===== src/rtl/pb_debounce_if.sv =====
// Button-side bundle for pb_debounce: raw active-low pins in, debounced level
// and single-cycle press/release/long events out.
interface pb_debounce_if #(
  parameter int N = 4
);
  logic [N-1:0] pb;
  logic [N-1:0] pb_level;
  logic [N-1:0] pb_press;
  logic [N-1:0] pb_release;
  logic [N-1:0] pb_long;

  modport master (
    output pb,
    input  pb_level, pb_press, pb_release, pb_long
  );

  modport slave (
    input  pb,
    output pb_level, pb_press, pb_release, pb_long
  );
endinterface


===== src/rtl/pb_debounce.sv =====
// N-channel pushbutton debouncer: 2-FF sync, 4-state debounce FSM and, when
// PB_LONGPRESS_EN is defined, a per-channel hold timer raising pb_long.
module pb_debounce_lane #(
  parameter int DEBOUNCE_CYCLES = 100000,
  parameter int LONG_CYCLES     = 10000000
) (
  input  logic clk,
  input  logic rst_n,
  input  logic pb_n,
  output logic level,
  output logic press,
  output logic rel,
  output logic lng
);
  localparam int DW = $clog2(DEBOUNCE_CYCLES);
  localparam logic [DW-1:0] DB_LAST = DW'(DEBOUNCE_CYCLES - 1);

  typedef enum logic [1:0] {
    ST_RELEASED,
    ST_PRESS_WAIT,
    ST_PRESSED,
    ST_RELEASE_WAIT
  } state_e;

  logic [1:0]    sync_q, sync_d;
  state_e        state_q, state_d;
  logic [DW-1:0] cnt_q, cnt_d;
  logic          level_q, level_d;
  logic          press_q, press_d;
  logic          rel_q, rel_d;
  logic          s;

  // Sync flops idle at 1 so a released pin looks quiet straight out of reset.
  assign sync_d = {sync_q[0], pb_n};
  assign s      = ~sync_q[1];

  always_comb begin
    state_d = state_q;
    cnt_d   = cnt_q;
    level_d = level_q;
    press_d = 1'b0;
    rel_d   = 1'b0;
    case (state_q)
      ST_RELEASED: begin
        if (s) begin
          state_d = ST_PRESS_WAIT;
          cnt_d   = DW'(1);
        end
      end
      ST_PRESS_WAIT: begin
        if (!s) begin
          state_d = ST_RELEASED;
          cnt_d   = '0;
        end else if (cnt_q == DB_LAST) begin
          state_d = ST_PRESSED;
          level_d = 1'b1;
          press_d = 1'b1;
          cnt_d   = '0;
        end else begin
          cnt_d = cnt_q + 1'b1;
        end
      end
      ST_PRESSED: begin
        if (!s) begin
          state_d = ST_RELEASE_WAIT;
          cnt_d   = DW'(1);
        end
      end
      ST_RELEASE_WAIT: begin
        if (s) begin
          state_d = ST_PRESSED;
          cnt_d   = '0;
        end else if (cnt_q == DB_LAST) begin
          state_d = ST_RELEASED;
          level_d = 1'b0;
          rel_d   = 1'b1;
          cnt_d   = '0;
        end else begin
          cnt_d = cnt_q + 1'b1;
        end
      end
      default: begin
        state_d = ST_RELEASED;
        cnt_d   = '0;
      end
    endcase
  end

  always_ff @(posedge clk or negedge rst_n) begin
    if (!rst_n) begin
      sync_q  <= 2'b11;
      state_q <= ST_RELEASED;
      cnt_q   <= '0;
      level_q <= 1'b0;
      press_q <= 1'b0;
      rel_q   <= 1'b0;
    end else begin
      sync_q  <= sync_d;
      state_q <= state_d;
      cnt_q   <= cnt_d;
      level_q <= level_d;
      press_q <= press_d;
      rel_q   <= rel_d;
    end
  end

  assign level = level_q;
  assign press = press_q;
  assign rel   = rel_q;

`ifdef PB_LONGPRESS_EN
  localparam int HW = $clog2(LONG_CYCLES);
  localparam logic [HW-1:0] HOLD_LAST = HW'(LONG_CYCLES - 1);
  localparam logic [HW-1:0] HOLD_FIRE = HW'(LONG_CYCLES - 2);

  logic [HW-1:0] hold_q, hold_d;
  logic          long_q, long_d;

  // Timer keeps running through RELEASE_WAIT so a bounce mid-hold does not
  // restart it; it saturates at HOLD_LAST so pb_long fires once per press.
  always_comb begin
    hold_d = hold_q;
    long_d = 1'b0;
    if (press_d) begin
      hold_d = '0;
    end else if ((state_q == ST_PRESSED || state_q == ST_RELEASE_WAIT) &&
                 hold_q != HOLD_LAST) begin
      hold_d = hold_q + 1'b1;
      long_d = (hold_q == HOLD_FIRE);
    end
  end

  always_ff @(posedge clk or negedge rst_n) begin
    if (!rst_n) begin
      hold_q <= '0;
      long_q <= 1'b0;
    end else begin
      hold_q <= hold_d;
      long_q <= long_d;
    end
  end

  assign lng = long_q;
`else
  assign lng = 1'b0;
`endif
endmodule

module pb_debounce #(
  parameter int N               = 4,
  parameter int DEBOUNCE_CYCLES = 100000,
  parameter int LONG_CYCLES     = 10000000
) (
  input  logic         clk,
  input  logic         rst,
  pb_debounce_if.slave bus
);
  logic [N-1:0] level_w;
  logic [N-1:0] press_w;
  logic [N-1:0] rel_w;
  logic [N-1:0] long_w;

  for (genvar i = 0; i < N; i++) begin : g_lane
    pb_debounce_lane #(
      .DEBOUNCE_CYCLES(DEBOUNCE_CYCLES),
      .LONG_CYCLES    (LONG_CYCLES)
    ) u_lane (
      .clk  (clk),
      .rst_n(rst),
      .pb_n (bus.pb[i]),
      .level(level_w[i]),
      .press(press_w[i]),
      .rel  (rel_w[i]),
      .lng  (long_w[i])
    );
  end

  assign bus.pb_level   = level_w;
  assign bus.pb_press   = press_w;
  assign bus.pb_release = rel_w;
  assign bus.pb_long    = long_w;
endmodule


===== src/flat_wrapper.sv =====
// flat-port wrapper written by rule: the top's interface ports become plain ports
module pb_debounce_flat 
#(
  parameter int N               = 4,
  parameter int DEBOUNCE_CYCLES = 100000,
  parameter int LONG_CYCLES     = 10000000
)
  (clk, rst, bus_pb, bus_pb_level, bus_pb_press, bus_pb_release, bus_pb_long);
  pb_debounce_if #(.N(N)) bus_i ();
  input  logic clk;
  input  logic rst;
  input wire logic [$bits(bus_i.pb)-1:0] bus_pb;
  output wire logic [$bits(bus_i.pb_level)-1:0] bus_pb_level;
  output wire logic [$bits(bus_i.pb_press)-1:0] bus_pb_press;
  output wire logic [$bits(bus_i.pb_release)-1:0] bus_pb_release;
  output wire logic [$bits(bus_i.pb_long)-1:0] bus_pb_long;
  assign bus_i.pb = bus_pb;
  assign bus_pb_level = bus_i.pb_level;
  assign bus_pb_press = bus_i.pb_press;
  assign bus_pb_release = bus_i.pb_release;
  assign bus_pb_long = bus_i.pb_long;
  pb_debounce #(.N(N), .DEBOUNCE_CYCLES(DEBOUNCE_CYCLES), .LONG_CYCLES(LONG_CYCLES)) u_core (.clk(clk), .rst(rst), .bus(bus_i));
endmodule

===== config.mk =====
export PLATFORM = sky130hd
export DESIGN_NAME = pb_debounce_flat
export DESIGN_NICKNAME = d
export VERILOG_FILES = /design/src/rtl/pb_debounce_if.sv /design/src/rtl/pb_debounce.sv /design/src/flat_wrapper.sv
export SDC_FILE = /design/constraint.sdc
export NUM_CORES = 1
export LEC_CHECK = 0
export ABC_CLOCK_PERIOD_IN_PS = 2100
export CORE_MARGIN = 10
export CORE_UTILIZATION = 61
export DETAILED_ROUTE_END_ITERATION = 8
export PLACE_DENSITY_LB_ADDON = 0.12
export RECOVER_POWER = 100
export SYNTH_ARGS = -nofsm -noshare
export SYNTH_HDL_FRONTEND = slang
export SYNTH_HIERARCHICAL = 1
export SYNTH_SLANG_ARGS = --single-unit

===== constraint.sdc =====
create_clock -name clk -period 2.1 [get_ports clk]
set_input_delay 0.42 -clock clk [delete_from_list [all_inputs] [get_ports clk]]
set_output_delay 0.42 -clock clk [all_outputs]
set_load 0.02 [all_outputs]

==> summary.md, run 1 <==
| Metric | Value |
|---|---|
| CP Cell Sequence | ha_1 > and4_1 > nand4_4 > buf_4 > a21oi_1 > mux2i_1 |
| Switching Fraction | 0.3683 |
| Seq pwr share | 0.401 |
| Commonest non-fill, non-tap cell in the layout | dfrtp_1 |
| Final Cell Area | 0.005809 mm² |
| Total Nets Final | 560 |
| First-pass GRT wire length | 19,750 µm |
| # clock sinks | 96 |
| Chip Width | 113.9 µm |
| Final Core Density | 0.6727 |
| Synth Area in XOR/XNOR | 0.007911 |
| Slew @ Worst Pin | 0.9817 ns |
| Inserted Clock Buffers | 9 |
| Die area | 0.01297 mm² |
| Vias/cell | 6.441 |
| Routed length per placed instance | 17.33 µm |
| Clk_skew | 0.01416 ns |
| Post-synth EDFFs | 0 |
| Crit share post-route | 0.9413 |
| FMAX | 505.9 MHz |
| Reg2Reg Depth | 6 |
| Count of different cell masters after synthesis | 59 |
| Initial core utilization | 0.6227 |
| Gate power share | 0.360 |
| CP max-delay cell | dfrtp_1 |
| Setup TNS | 0 ns |
| PD cells | 968.7 mW/mm² |
| Initial antenna violation count | 1 |
| CP Capture Type | register |
| Tot GR Track Use | 0.1801 |
| Pwr Total | 5.628 mW |
| Headroom to the max-slew limit | 0.3431 |
| HPWL Detailed | 8032 µm |
| Clock-pin slew on the worst setup and hold paths | 0.10 ns |
| Fill cells | 694 |
| Setup Fix Bufs, Post-CTS | 0 |
| Maximum vdd ir drop | 0.0007773 V |
| CP delay by family, top | simple AND/OR/NAND/NOR gates |
| Mapped Cells | 533 |
| RSZ-0062 raised after global routing | no |
| Status | finished, final reports clean |
| Max-slew violations | 0 |
| DR pass1 iterations | 6 |
| DRC Markers | 0 |
| Worst setup margin | 0.1233 ns |
| Synth Warn # | 6 |
| Post-synthesis sequential element count | 96 |
| Vias in the first global route | 4,165 |
| Crit path kind | reg2reg |
| Crit-path max cell delay | 0.40 ns |
| Post-synth net total | 543 |
| Io pins | 22 |
| LEAKAGE | 2.567 nW |
| Max Cap Violations | 0 |
| Async S/R FF share, synth | 1.000 |
| Worst path bufs/invs | 1 |
| Netlist Area Pre-Place | 0.005378 mm² |
| GPL Wtd Cong | 0.8612 |
| Core ar. | 0.008636 mm² |
| Proportion of synthesized area in mux cells | 0.02234 |
| Port Buffers | 17 |
| P_sw | 2.073 mW |
| Crit path DAT | 2.26 ns |
| Synth Area in Simple Gates | 0.2617 |
| Adder-cell share of the synthesized area | 0.009307 |
| Row count | 34 |
| Hold Path Depth | 0 |
| Internal power | 3.555 mW |
| Clock share of power | 0.239 |
| Setup WS pre-CTS | 0.1401 ns |
| Synthesis-to-finish area growth | 8.027% |
| Pin count of the biggest net entering global routing | 37 |
| Initial DRC Count | 260 |
| Root Driver | clkbuf_8 |
| Required time worst endpoint | 2.38 ns |
| Vias | 4,277 |
| FF-to-FF Start | u_core/g_lane[1].u_lane/cnt_q[1] |
| Die span in y | 113.9 µm |
| Levels on crit path | 6 |
| CTS tree | yes |
| Routed WL | 11,510 µm |
| CTS max path bufs | 2 |
| # H-tree levels | 3 |
| GR Overflow Total | 0 |
| Crit-path max FO | 20 |
| Sequential area share after synthesis | 0.4486 |
| Most frequent cells in the layout | dfrtp_1, nand3_1, a31oi_1, nand4_1, nor2_1 |
| Critical Path Source Type | register |
| Final min period | 1.977 ns |
| Placed Instance Area | 0.005643 mm² |
| Hold Crit Class | reg2reg |
| Post-route ant nets | 0 |
| Syn avg cell area | 10.09 µm² |
| Share of cells above drive strength 1 | 0.1658 |
| Hold path start | u_core/g_lane[0].u_lane/sync_q[0] |
| Complex-gate fraction of the synthesized area | 0.1780 |
| FF-to-FF setup slack | 0.12 ns |
| # setup viols final | 0 |
| Clk_lat worst skew | 0.36 ns |
| Main combinational cell family by area after synthesis | simple AND/OR/NAND/NOR gates |
| End of the worst hold path | u_core/g_lane[0].u_lane/sync_q[1] |
| Primary FF master, synth | dfrtp_1 |
| Final Hold Vio Count | 0 |
## per-layer routing
layer	wire length, µm	GRT usage	up-vias	share of wire
met5	0	0	-	0
met4	167	0.07769	0	0.015
met3	595	0.03622	18	0.052
met2	5566	0.2887	112	0.48
met1	5180	0.2318	2078	0.45
li1	-	-	2069	-
## cells in the mapped netlist (all sizes together), types with 4 or more instances
master,number,area [µm²]
a21o,6,46.30
a21oi,17,85.08
a221o,6,60.06
a22o,20,175.2
a31o,12,105.1
a31oi,36,225.2
and2,13,88.84
and3,8,52.55
and4,21,183.9
buf,36,262.8
clkbuf,9,35.03
conb,4,15.01
dfrtp,88,2202
dfstp,8,210.2
ha,4,50.05
inv,20,75.07
mux2i,12,120.1
nand2,21,78.83
nand3,41,205.2
nand3b,6,45.04
nand4,33,251.5
nor2,29,108.9
nor3,9,50.05
nor4,8,65.06
nor4b,6,116.4
o21ai,12,67.57
o31ai,5,37.54
or2,7,43.79
or3,6,42.54
xnor2,4,42.55
## layout make-up
type / instances / area (µm²) / area share
multi-input combinational: 372 / 2569 / 0.4422
sequential: 96 / 2412 / 0.4152
timing repair buffer: 51 / 396.6 / 0.06827
tap: 108 / 135.1 / 0.02326
clock buffer: 10 / 127.6 / 0.02197
clock inverter: 6 / 91.34 / 0.01572
inverter: 20 / 75.07 / 0.01292
antenna: 1 / 2.502 / 0.0004308
## worst register-to-register path, cell delays in order (launching register included)
cell and delay, ns:
dfrtp_1 0.40, ha_1 0.24, and4_1 0.27, nand4_4 0.28, buf_4 0.28, a21oi_1 0.20
mux2i_1 0.22
## state kept, by name, indices dropped and copies added, names as in the netlist, named ones only
name / cells
u_core/g_lane.u_lane/state_q: 4
u_core/g_lane.u_lane/level: 4
u_core/g_lane.u_lane/press: 4
u_core/g_lane.u_lane/rel: 4
u_core/g_lane.u_lane/cnt_q: 68
u_core/g_lane.u_lane/sync_q: 8
## stage by stage
step,std cells,hold slack (ns)
final,664,0.3586
after global routing,663,0.3568
after CTS,663,0.3506
after detailed placement,646,0.3468
after global placement,646,0.3462
after floorplan,533,0.1244
## power groups by stage
stage | logic [mW] | clock network (mW) | registers (mW)
floorplan | 1.63 | 0 | 2.22
global placement | 1.97 | 0 | 2.26
detailed placement | 2.06 | 0 | 2.29
CTS | 2.08 | 1.38 | 2.25
global route | 2.25 | 1.46 | 2.28
finish | 2.03 | 1.35 | 2.25
## cell families (layout without fill, tap and decap cells)
group                    Yosys count  in the layout
AO/OA/AOI/OAI                    132            132
XOR/XNOR                           4              4
adder cells (fa/ha/maj)            4              4
buffers and inverters             65             87
flip-flops                        96             96
multiplexers                      12             12
other                              4              5
AND/OR/NAND/NOR                  216            216
## worst max path at each step
| stage | start | to | slack [ns] |
|---|---|---|---|
| after floorplan | u_core/g_lane[3].u_lane/cnt_q[6] | u_core/g_lane[3].u_lane/cnt_q[3] | 0.27 |
| after global placement | u_core/g_lane[1].u_lane/cnt_q[0] | register | 0.23 |
| after detailed placement | u_core/g_lane[1].u_lane/cnt_q[1] | register | 0.14 |
| after CTS | u_core/g_lane[1].u_lane/cnt_q[1] | register | 0.12 |
| after global routing | u_core/g_lane[1].u_lane/cnt_q[1] | register | 0.009 |
| final | u_core/g_lane[1].u_lane/cnt_q[1] | register | 0.12 |
## what timing repair did
item / 4_1_cts / 5_1_grt
resized for setup: 0 / 0
endpoints found under the hold margin: 21 / 0
hold buffers: 1 / 0
Power figures use the tool's default switching activity.
==> run 2, diff against run 1 <==
--- a/config.mk
+++ b/config.mk
@@ -5,11 +5,11 @@
 export SDC_FILE = /design/constraint.sdc
 export NUM_CORES = 1
 export LEC_CHECK = 0
-export ABC_CLOCK_PERIOD_IN_PS = 2100
+export ABC_CLOCK_PERIOD_IN_PS = 2260
 export CORE_MARGIN = 10
 export CORE_UTILIZATION = 61
 export DETAILED_ROUTE_END_ITERATION = 8
-export PLACE_DENSITY_LB_ADDON = 0.12
+export PLACE_DENSITY_LB_ADDON = 0.15
 export RECOVER_POWER = 100
 export SYNTH_ARGS = -nofsm -noshare
 export SYNTH_HDL_FRONTEND = slang
==> constraint.sdc (replaced) <==
create_clock -name clk -period 2.26 [get_ports clk]
set_input_delay 0.452 -clock clk [delete_from_list [all_inputs] [get_ports clk]]
set_output_delay 0.452 -clock clk [all_outputs]
set_load 0.02 [all_outputs]
==> run 2 against run 1 <==
Compared with the run above: via count shrank 1.5%; sequential share of layout area grew 0.64 points; total power shrank 7.0%; fmax shrank 5.0%; core utilization shrank 1.0 points; combinational power shrank 12%; clock skew shrank 0.0046 ns; die area is the same; cell area shrank 1.5%; critical path type unchanged; largest cell class unchanged; largest power group unchanged; highest routed layer unchanged.
==> summary.md, run 2 (synthesis results as in run 1) <==
| Metric | Value |
|---|---|
| Status | finished, final reports clean (unchanged) |
| CP Capture Type | register (unchanged) |
| FMAX | 480.6 MHz (was 505.9 MHz) |
| Chip Width | 113.9 µm (unchanged) |
| LEAKAGE | 2.492 nW (was 2.567 nW) |
| Clock-pin slew on the worst setup and hold paths | 0.09 ns (was 0.10 ns) |
| Pwr Total | 5.232 mW (was 5.628 mW) |
| Final Hold Vio Count | 0 (unchanged) |
| # H-tree levels | 3 (unchanged) |
| Maximum vdd ir drop | 0.0005606 V (was 0.0007773 V) |
| Max-slew violations | 0 (unchanged) |
| Most flops, register | u_core/g_lane.u_lane/cnt_q (unchanged) |
| CTS tree | yes (unchanged) |
| Crit path kind | reg2reg (unchanged) |
| Commonest non-fill, non-tap cell in the layout | dfrtp_1 (unchanged) |
| Initial DRC Count | 282 (was 260) |
| Vias/cell | 6.509 (was 6.441) |
| Row count | 34 (unchanged) |
| Clk_skew | 0.009532 ns (was 0.01416 ns) |
| Root Driver | clkbuf_8 (unchanged) |
| Final min period | 2.081 ns (was 1.977 ns) |
| Setup Fix Bufs, Post-CTS | 0 (unchanged) |
| Inserted Clock Buffers | 9 (unchanged) |
| Hold buffers post-CTS | 0 (was 1) |
| Setup WS pre-CTS | 0.2578 ns (was 0.1401 ns) |
| First-pass GRT wire length | 18,910 µm (was 19,750 µm) |
| DRC Markers | 0 (unchanged) |
| Pin count of the biggest net entering global routing | 41 (was 37) |
| Ant diodes | 0 (was 1) |
| Initial core utilization | 0.6227 (unchanged) |
| Vias | 4,211 (was 4,277) |
| Max Cap Violations | 0 (unchanged) |
| Slew @ Worst Pin | 1.078 ns (was 0.9817 ns) |
| Routed WL | 10,840 µm (was 11,510 µm) |
| Synthesis-to-finish area growth | 6.398% (was 8.027%) |
| Reg2Reg Depth | 5 (was 6) |
| Post-route ant nets | 0 (unchanged) |
| Share of cells above drive strength 1 | 0.1429 (was 0.1658) |
| CTS max path bufs | 2 (unchanged) |
| Crit share post-route | 0.9206 (was 0.9413) |
| Most frequent cells in the layout | dfrtp_1, nand3_1, a31oi_1, nand4_1, nor2_1 (unchanged) |
| Worst setup margin | 0.1794 ns (was 0.1233 ns) |
| Routed length per placed instance | 16.76 µm (was 17.33 µm) |
| Core ar. | 0.008636 mm² (unchanged) |
| FF-to-FF Start | u_core/g_lane[1].u_lane/cnt_q[1] (unchanged) |
| Headroom to the max-slew limit | 0.2811 (was 0.3431) |
| Hold Crit Class | in2async (was reg2reg) |
| PD cells | 914.4 mW/mm² (was 968.7 mW/mm²) |
| Crit-path max FO | 17 (was 20) |
| FF-to-FF setup slack | 0.18 ns (was 0.12 ns) |
| Io pins | 22 (unchanged) |
| HPWL Detailed | 7509 µm (was 8032 µm) |
| Capturing point of the worst reg2reg path | u_core/g_lane[1].u_lane/cnt_q[15] |
| Port Buffers | 17 (unchanged) |
| RSZ-0062 raised after global routing | no (unchanged) |
| Largest registers | u_core/g_lane.u_lane/cnt_q (68), u_core/g_lane.u_lane/sync_q (8) (unchanged) |
| GR Overflow Total | 0 (unchanged) |
| Critical Path Source Type | register (unchanged) |
| Total Nets Final | 544 (was 560) |
| Number of flip-flops in the largest register | 68 (unchanged) |
| Clk_lat worst skew | 0.36 ns (about the same) |
| Required time worst endpoint | 2.50 ns (was 2.38 ns) |
| Die area | 0.01297 mm² (unchanged) |
| Final Core Density | 0.6626 (was 0.6727) |
| Initial antenna violation count | 0 (was 1) |
| GPL Wtd Cong | 0.8560 (was 0.8612) |
| DR pass1 iterations | 5 (was 6) |
| Fill cells | 690 (was 694) |
| Crit path DAT | 2.32 ns (was 2.26 ns) |
| Setup TNS | 0 ns (unchanged) |
| # clock sinks | 96 (unchanged) |
| Tot GR Track Use | 0.1711 (was 0.1801) |
| Vias in the first global route | 4,001 (was 4,165) |
| # setup viols final | 0 (unchanged) |
| Die span in y | 113.9 µm (unchanged) |
| Post-cts resize count | 0 (unchanged) |
[run 2: changes by cell type in the layout (fill, tap and decap cells not counted), moves of 2 or more]
cell      delta
clkbuf_2     -2
and2_1       -2
o21ai_1      -2
and2_4       -2
and2_0       +4
buf_4       -11
clkbuf_4     -2
[run 2: metrics by stage]
stage	hold slack (ns)	instances	area, µm²
finish	0.2352	647	5722
global placement	0.3466	631	5530
detailed placement	0.3472	631	5530
CTS	0.06794	647	5783
floorplan	0.1564	533	5378
global route	0.2883	647	5722
[run 2: report_power, final]
part	leakage [nW]	switching, mW	internal (mW)
logic	1.09	1.08	0.705
registers	1.28	0.193	1.89
clock network	0.123	0.597	0.771
[run 2: worst max path at each step]
stage | depth (start not counted) | from | slack (ns) | endpoint
after floorplan | 6 | u_core/g_lane[3].u_lane/cnt_q[6] | 0.43 | u_core/g_lane[3].u_lane/cnt_q[3]
after global placement | 6 | u_core/g_lane[3].u_lane/cnt_q[13] | 0.33 | register
after detailed placement | 6 | u_core/g_lane[3].u_lane/cnt_q[6] | 0.26 | u_core/g_lane[3].u_lane/cnt_q[7]
after CTS | 6 | u_core/g_lane[3].u_lane/cnt_q[6] | 0.27 | u_core/g_lane[3].u_lane/cnt_q[7]
after global routing | 5 | u_core/g_lane[1].u_lane/cnt_q[0] | 0.07 | u_core/g_lane[1].u_lane/cnt_q[11]
final | 5 | u_core/g_lane[1].u_lane/cnt_q[1] | 0.18 | u_core/g_lane[1].u_lane/cnt_q[15]
[run 2: layer usage]
metal  vias to the layer above  wire length, µm  track usage
met5                         -                0            0
met4                         0               85      0.04261
met3                         8              545      0.04514
met2                        89             5214       0.2738
met1                      2084             4995       0.2261
li1                       2030                -            -
[run 2: worst max-delay path, cell delays in order, from the launching register on]
cell,delay (ns)
dfrtp_1,0.41
ha_1,0.25
and4_1,0.29
nand4_4,0.26
and2_0,0.38
a221o_1,0.39
[run 2: cell type report]
type	count	area, µm²	area share
clock buffer	10	137.6	0.02405
clock inverter	6	115.1	0.02012
inverter	20	75.07	0.01312
multi-input combinational	372	2567	0.4487
sequential	96	2412	0.4216
tap	108	135.1	0.02362
timing repair buffer	35	279.0	0.04876
